**config.mk**
```make
export PLATFORM = sky130hd
export DESIGN_NAME = spi_bundle_unpacker_flat
export DESIGN_NICKNAME = d
export VERILOG_FILES = /design/src/rtl/spi_bundle_unpacker_if.sv /design/src/rtl/spi_bundle_unpacker.sv /design/src/flat_wrapper.sv
export SDC_FILE = /design/constraint.sdc
export NUM_CORES = 1
export LEC_CHECK = 0
export CORE_AREA = 2 2 130 132
export DETAILED_ROUTE_END_ITERATION = 8
export DIE_AREA = 0 0 132 134
export GPL_ROUTABILITY_DRIVEN = 0
export PLACE_DENSITY_LB_ADDON = 0.3
export SETUP_SLACK_MARGIN = 0.5
export SLEW_MARGIN = 20
export SYNTH_ARGS = -nofsm -noshare
export SYNTH_HDL_FRONTEND = slang
export SYNTH_SLANG_ARGS = --single-unit
```
**constraint.sdc**
```tcl
create_clock -name clk -period 2.9 [get_ports clk]
set_clock_uncertainty 0.1 [all_clocks]
set_input_delay 0.29 -clock clk [delete_from_list [all_inputs] [get_ports clk]]
set_output_delay 0.29 -clock clk [all_outputs]
set_load 0.01 [all_outputs]
```
**src/rtl/spi_bundle_unpacker_if.sv**
```systemverilog
// Bundle-in / tagged-byte-out bus for spi_bundle_unpacker.
// The master drives bundles and out_ready. The slave (the unpacker) drives
// the byte stream and the status outputs.
interface spi_bundle_unpacker_if #(
  parameter int unsigned DEPTH = 4
);
  logic [39:0]            in_dout;
  logic                   in_ivalid;
  logic                   in_ready;
  logic [7:0]             out_data;
  logic [1:0]             out_chan;
  logic                   out_valid;
  logic                   out_ready;
  logic                   overflow;
  logic [$clog2(DEPTH):0] level;

  modport master (
    output in_dout, in_ivalid, out_ready,
    input  in_ready, out_data, out_chan, out_valid, overflow, level
  );

  modport slave (
    input  in_dout, in_ivalid, out_ready,
    output in_ready, out_data, out_chan, out_valid, overflow, level
  );
endinterface

```
**src/rtl/spi_bundle_unpacker.sv**
```systemverilog
// spi_bundle_unpacker: buffers 4-lane SPI bundles in a small FIFO and
// serializes each bundle into a channel-tagged byte stream.
// The source never stalls. A bundle that arrives when the FIFO is full is
// dropped, and the sticky overflow flag records the loss.
module spi_bundle_unpacker #(
  parameter int unsigned DEPTH   = 4,
  parameter logic [3:0]  CH_MASK = 4'b1111
) (
  input logic               clk,
  input logic               rst,
  spi_bundle_unpacker_if.slave bus
);

  localparam int unsigned AW      = $clog2(DEPTH);
  localparam logic [AW:0] DEPTH_L = DEPTH[AW:0];

  localparam logic [0:0] EMPTY = 1'b0;
  localparam logic [0:0] EMIT  = 1'b1;

  // FIFO storage: {flags[3:0], lanes[31:0]}
  logic [35:0]   mem [DEPTH];
  logic [AW-1:0] wr_ptr;
  logic [AW-1:0] rd_ptr;
  logic [AW:0]   level_q;

  // emitter state
  logic [0:0]    state;
  logic [31:0]   cur_data;
  logic [3:0]    pend;
  logic [7:0]    out_data_q;
  logic [1:0]    out_chan_q;
  logic          out_valid_q;
  logic          overflow_q;

  logic [3:0]    flags;
  logic          full;
  logic          empty;
  logic          push;
  logic          drop;
  logic          fire;
  logic          pop;
  logic [3:0]    pend_left;
  logic [35:0]   head;
  logic          unused_hi;

  // index of the lowest set lane flag (ascending channel order)
  function automatic logic [1:0] low_idx(input logic [3:0] m);
    low_idx = 2'd0;
    if (m[0])      low_idx = 2'd0;
    else if (m[1]) low_idx = 2'd1;
    else if (m[2]) low_idx = 2'd2;
    else if (m[3]) low_idx = 2'd3;
  endfunction

  // byte lane selector
  function automatic logic [7:0] lane(input logic [31:0] d, input logic [1:0] i);
    case (i)
      2'd0:    lane = d[7:0];
      2'd1:    lane = d[15:8];
      2'd2:    lane = d[23:16];
      default: lane = d[31:24];
    endcase
  endfunction

  // Upper four bundle bits carry nothing for this stage.
  assign unused_hi = ^bus.in_dout[39:36];

  // FIFO status and handshake decode
  always_comb begin
    flags     = bus.in_dout[35:32] & CH_MASK;
    full      = (level_q == DEPTH_L);
    empty     = (level_q == '0);
    // Writes are gated on full only. A pop in the same cycle does not free a slot.
    push      = bus.in_ivalid && (flags != '0) && !full;
    drop      = bus.in_ivalid && (flags != '0) && full;
    fire      = out_valid_q && bus.out_ready;
    pend_left = pend & ~(4'b0001 << out_chan_q);
    head      = mem[rd_ptr];
    // Pop when idle, or when the last byte of the current bundle is accepted (no bubble).
    if (state == EMPTY) pop = !empty;
    else                pop = fire && (pend_left == '0) && !empty;
  end

  // FIFO storage write (data array needs no reset)
  always_ff @(posedge clk) begin
    if (push) mem[wr_ptr] <= {flags, bus.in_dout[31:0]};
  end

  // FIFO pointers and occupancy
  always_ff @(posedge clk or negedge rst) begin
    if (!rst) begin
      wr_ptr  <= '0;
      rd_ptr  <= '0;
      level_q <= '0;
    end else begin
      if (push) wr_ptr <= wr_ptr + AW'(1);
      if (pop)  rd_ptr <= rd_ptr + AW'(1);
      level_q <= level_q + (AW+1)'(push) - (AW+1)'(pop);
    end
  end

  // sticky loss flag
  always_ff @(posedge clk or negedge rst) begin
    if (!rst)      overflow_q <= 1'b0;
    else if (drop) overflow_q <= 1'b1;
  end

  // emitter: load a bundle, then walk its pending mask lowest lane first
  always_ff @(posedge clk or negedge rst) begin
    if (!rst) begin
      state       <= EMPTY;
      cur_data    <= '0;
      pend        <= '0;
      out_data_q  <= '0;
      out_chan_q  <= '0;
      out_valid_q <= 1'b0;
    end else if (pop) begin
      cur_data    <= head[31:0];
      pend        <= head[35:32];
      out_chan_q  <= low_idx(head[35:32]);
      out_data_q  <= lane(head[31:0], low_idx(head[35:32]));
      out_valid_q <= 1'b1;
      state       <= EMIT;
    end else if (state == EMIT && fire) begin
      if (pend_left != '0) begin
        pend       <= pend_left;
        out_chan_q <= low_idx(pend_left);
        out_data_q <= lane(cur_data, low_idx(pend_left));
      end else begin
        pend        <= '0;
        out_valid_q <= 1'b0;
        state       <= EMPTY;
      end
    end
  end

  assign bus.in_ready  = !full;
  assign bus.out_data  = out_data_q;
  assign bus.out_chan  = out_chan_q;
  assign bus.out_valid = out_valid_q;
  assign bus.overflow  = overflow_q;
  assign bus.level     = level_q;

endmodule
```
**src/flat_wrapper.sv**
```systemverilog
// flat-port wrapper written by rule: the top's interface ports become plain ports
module spi_bundle_unpacker_flat 
#(
  parameter int unsigned DEPTH   = 4,
  parameter logic [3:0]  CH_MASK = 4'b1111
)
  (clk, rst, bus_in_dout, bus_in_ivalid, bus_out_ready, bus_in_ready, bus_out_data, bus_out_chan, bus_out_valid, bus_overflow, bus_level);
  spi_bundle_unpacker_if #(.DEPTH(DEPTH)) bus_i ();
  input logic clk;
  input logic rst;
  input wire logic [$bits(bus_i.in_dout)-1:0] bus_in_dout;
  input wire logic [$bits(bus_i.in_ivalid)-1:0] bus_in_ivalid;
  input wire logic [$bits(bus_i.out_ready)-1:0] bus_out_ready;
  output wire logic [$bits(bus_i.in_ready)-1:0] bus_in_ready;
  output wire logic [$bits(bus_i.out_data)-1:0] bus_out_data;
  output wire logic [$bits(bus_i.out_chan)-1:0] bus_out_chan;
  output wire logic [$bits(bus_i.out_valid)-1:0] bus_out_valid;
  output wire logic [$bits(bus_i.overflow)-1:0] bus_overflow;
  output wire logic [$bits(bus_i.level)-1:0] bus_level;
  assign bus_i.in_dout = bus_in_dout;
  assign bus_i.in_ivalid = bus_in_ivalid;
  assign bus_i.out_ready = bus_out_ready;
  assign bus_in_ready = bus_i.in_ready;
  assign bus_out_data = bus_i.out_data;
  assign bus_out_chan = bus_i.out_chan;
  assign bus_out_valid = bus_i.out_valid;
  assign bus_overflow = bus_i.overflow;
  assign bus_level = bus_i.level;
  spi_bundle_unpacker #(.DEPTH(DEPTH), .CH_MASK(CH_MASK)) u_core (.clk(clk), .rst(rst), .bus(bus_i));
endmodule
```
==> reports/results.ini <==
[place]
hpwl_um = 10700
io_buffers = 55

[sta]
worst_pin_slew_ns = 0.804
fin_crit_sh_pct = 84.9
rsz0062_at_grt = yes
finalHoldViolCount = 0
timing.final.crit_period_ns = 2.46
clock.fmax_mhz = 406
fin_tns_setup_ns = 0
setup_viol = 0
relSlewSlack_pct = 46.0
slew_violations = 0

[synthesis]
synth-seq-cells = 199
ys_warn_count = 0
synth_cells = 540
syn_nets = 591
synth_top_area_share_pct = 52.0
ys_seq_area_share_pct = 68.5
synth.avg_cell_area_sq_um = 15.4
synth.distinct_cells = 52
yosys-top-cells-area = edfxtp_1 52%, dfrtp_1 17%, mux4_2 7.6%
syn_area_sq_mm = 0.00832
yosysTopAreaCell = edfxtp_1

[worst_setup_path]
path_class = flip-flop to flip-flop
cp_max_fo = 5
crit_required_ns = 3.11
cp.arrival_ns = 2.67
endpoint_kind = flip-flop
start_kind = flip-flop

[die]
dieArea_sq_mm = 0.0177
io_pins = 60
initial_core_util_pct = 51.1
core_area_sq_mm = 0.0163
dieHeight_um = 134
die_x_um = 132
row_count = 47

[drt]
wl_per_cell_um = 20.2
postRouteAntennaNets = 0
num_vias = 4822
route.detailed.drc = 0
first_iter_violations = 386
routed_wl_um = 17200
avgViaCountPerCell = 5.67
first_pass_iters = 5

[finish]
regArea_sq_mm = 0.00571
synthToLayoutAreaGrowth_pct = 20.7
layout-drive-gt1-share_pct = 20.8
multi_input_area_sq_mm = 0.00244
antennaDiodeCount = 0
fin_nets = 669
n_fill_cell = 1172

[global_routing]
grt_pass1_vias = 4982
grt_max_degree = 48
grt_use_total_pct = 20.8
grtUsageMet2_pct = 33.7
grt_pass1_wl_um = 27600
grtUsageMet3_pct = 4.65
antenna_found_initial = 0
grt_util_met1_pct = 28.3
globalRouteOverflowTotal = 0
grt.busiest_layer = met2

[power_and_ir_drop]
power.switching_mw = 3.95
clockPowerShare_pct = 22.1
switching_share_pct = 34.6
pwr-share-comb_pct = 40.6
pwr-share-seq_pct = 37.3
internal_power_mw = 7.47
p_leak_nw = 3.65
irDropWorstVdd_mv = 0.542
p_per_area_mw_per_mm2 = 1140
total_power_mw = 11.4

[cts]
cts_buffer_depth = 2
cts.sinks = 199
cts_made_buffers = 17
cts_root_buffer = clkbuf_16
htree_levels = 4
cts_tree = built
clk_latency_ns = 0.42
path_clk_slew_ns = 0.07

[flow_run]
maxCapViolations = 0

[run_status]
status = completed

[min_path]
hold_class = primary input to asynchronous set/reset pin

-- power groups by stage --
stage / combinational (mW) / clock, mW / sequential, mW
detailed placement: 4.28 / 0 / 4.31
global route: 5.01 / 2.69 / 4.34
floorplan: 3.05 / 0 / 4.19
finish: 4.64 / 2.52 / 4.26
CTS: 4.43 / 2.57 / 4.26
global placement: 4.18 / 0 / 4.25
-- per-layer routing --
metal	share of wire (%)	up-vias
met5	0	-
met4	1.7	0
met3	5.2	21
met2	51	155
met1	43	2445
li1	-	2201
-- critical path, stage by stage (launching register included) --
cell and delay, ns:
dfrtp_2 0.45, or2_4 0.25, o41ai_4 0.33, o21ai_2 0.10
inv_2 0.08, ha_4 0.20, inv_4 0.05, ha_4 0.12
inv_2 0.04, fa_2 0.35, xnor2_2 0.15, xnor2_1 0.13
-- state kept, by name, summed over array words and instances, names as in the netlist --
name	flops
u_core.state	1
u_core.wr_ptr	2
u_core.mem	144
u_core.bus.out_data	8
u_core.bus.overflow	1
u_core.bus.out_chan	2
u_core.pend	4
u_core.bus.level	3
u_core.rd_ptr	2
u_core.cur_data	32
-- final cells by class --
| cell class | count | area share [%] |
|---|---|---|
| sequential | 199 | 56.8 |
| multi-input combinational | 293 | 24.3 |
| timing repair buffer | 89 | 9.07 |
| clock buffer | 19 | 4.31 |
| tap | 220 | 2.74 |
| clock inverter | 13 | 2.01 |
| inverter | 18 | 0.735 |
-- final timing paths --
path,slack (ns),start,endpoint,cells after the start
min reg2reg,0.37,u_core.cur_data[27],u_core.cur_data[27],2
max in group asynchronous,1.74,rst,u_core.pend[1],3
min in group clk,0.37,u_core.cur_data[27],u_core.cur_data[27],2
max,0.44,u_core.bus.out_chan[0],u_core.bus.level[2],11
min,0.37,rst,u_core.pend[2],2
max reg2reg,0.44,u_core.bus.out_chan[0],u_core.bus.level[2],11
-- timing repair --
item                                    in CTS  in global routing
endpoints found under the hold margin       28                  0
endpoints found under the setup margin      11                 11
setup buffers                                5                 10
pin swaps                                    2                  4
hold buffers                                 1                  0
gates resized for setup                      8                 10
-- through the flow --
| stage | instances | worst slack, ns | utilization [%] | hold WS [ns] | area, sq um |
|---|---|---|---|---|---|
| CTS | 841 | 0.440 | 61.0 | 0.365 | 9940 |
| global route | 851 | 0.327 | 61.7 | 0.381 | 10000 |
| floorplan | 540 | 0.0979 | - | -0.106 | 8380 |
| global placement | 803 | 0.266 | 56.6 | 0.271 | 9220 |
| detailed placement | 803 | 0.167 | 56.6 | 0.286 | 9220 |
| finish | 851 | 0.437 | 61.7 | 0.367 | 10000 |
-- cells in the final DEF (no fill, tap or decap), types with 5 or more instances in the layout --
| cell | instances |
|---|---|
| edfxtp_1 | 144 |
| nand2_1 | 90 |
| o221ai_1 | 8 |
| clkdlybuf4s50_1 | 54 |
| clkbuf_16 | 17 |
| inv_1 | 13 |
| dfrtp_1 | 49 |
| bufinv_16 | 5 |
| mux4_2 | 30 |
| nand2b_1 | 9 |
| buf_4 | 24 |
| o21ai_0 | 23 |
| a32oi_1 | 8 |
| a2bb2oi_1 | 7 |
| dfrtp_2 | 6 |
| o31ai_1 | 7 |
| nor2_1 | 25 |
| a211oi_2 | 8 |
| nand3_1 | 8 |
| mux4_1 | 5 |
| buf_12 | 8 |
-- kinds of logic (layout without fill, tap and decap cells) --
group / count (synthesis) / in the layout / share of synthesized area, %
xor+xnor: 5 / 5 / 0.526
compound gates: 88 / 88 / 8.38
buf+inv: 48 / 139 / 2.92
flops: 199 / 199 / 68.5
simple gates: 152 / 152 / 7.95
fa+ha+maj: 7 / 7 / 1.14
mux: 41 / 41 / 10.6
-- synthesized netlist by cell type, drive strengths merged --
| library cell | n |
|---|---|
| nor2b | 5 |
| nor2 | 25 |
| a211oi | 8 |
| o22a | 1 |
| o21ai | 29 |
| a22o | 2 |
| o21a | 3 |
| nand3 | 9 |
| nand2 | 90 |
| a32oi | 8 |
| fa | 1 |
| o2bb2ai | 2 |
| mux2 | 4 |
| nor4 | 1 |
| o211ai | 1 |
| nor3 | 4 |
| o41ai | 2 |
| inv | 18 |
| a2bb2oi | 8 |
| buf | 23 |
| a21oi | 3 |
| o31ai | 9 |
| ha | 6 |
| mux4 | 35 |
| nand2b | 9 |
| a32o | 1 |
| nor4b | 1 |
| or2 | 1 |
| o22ai | 1 |
| clkbuf | 7 |
| and2 | 6 |
| edfxtp | 144 |
| o21bai | 2 |
| dfrtp | 55 |
| xnor2 | 5 |
| o221ai | 8 |
| mux2i | 2 |
| or3 | 1 |
Note: power is estimated with default switching activity, not from simulation.
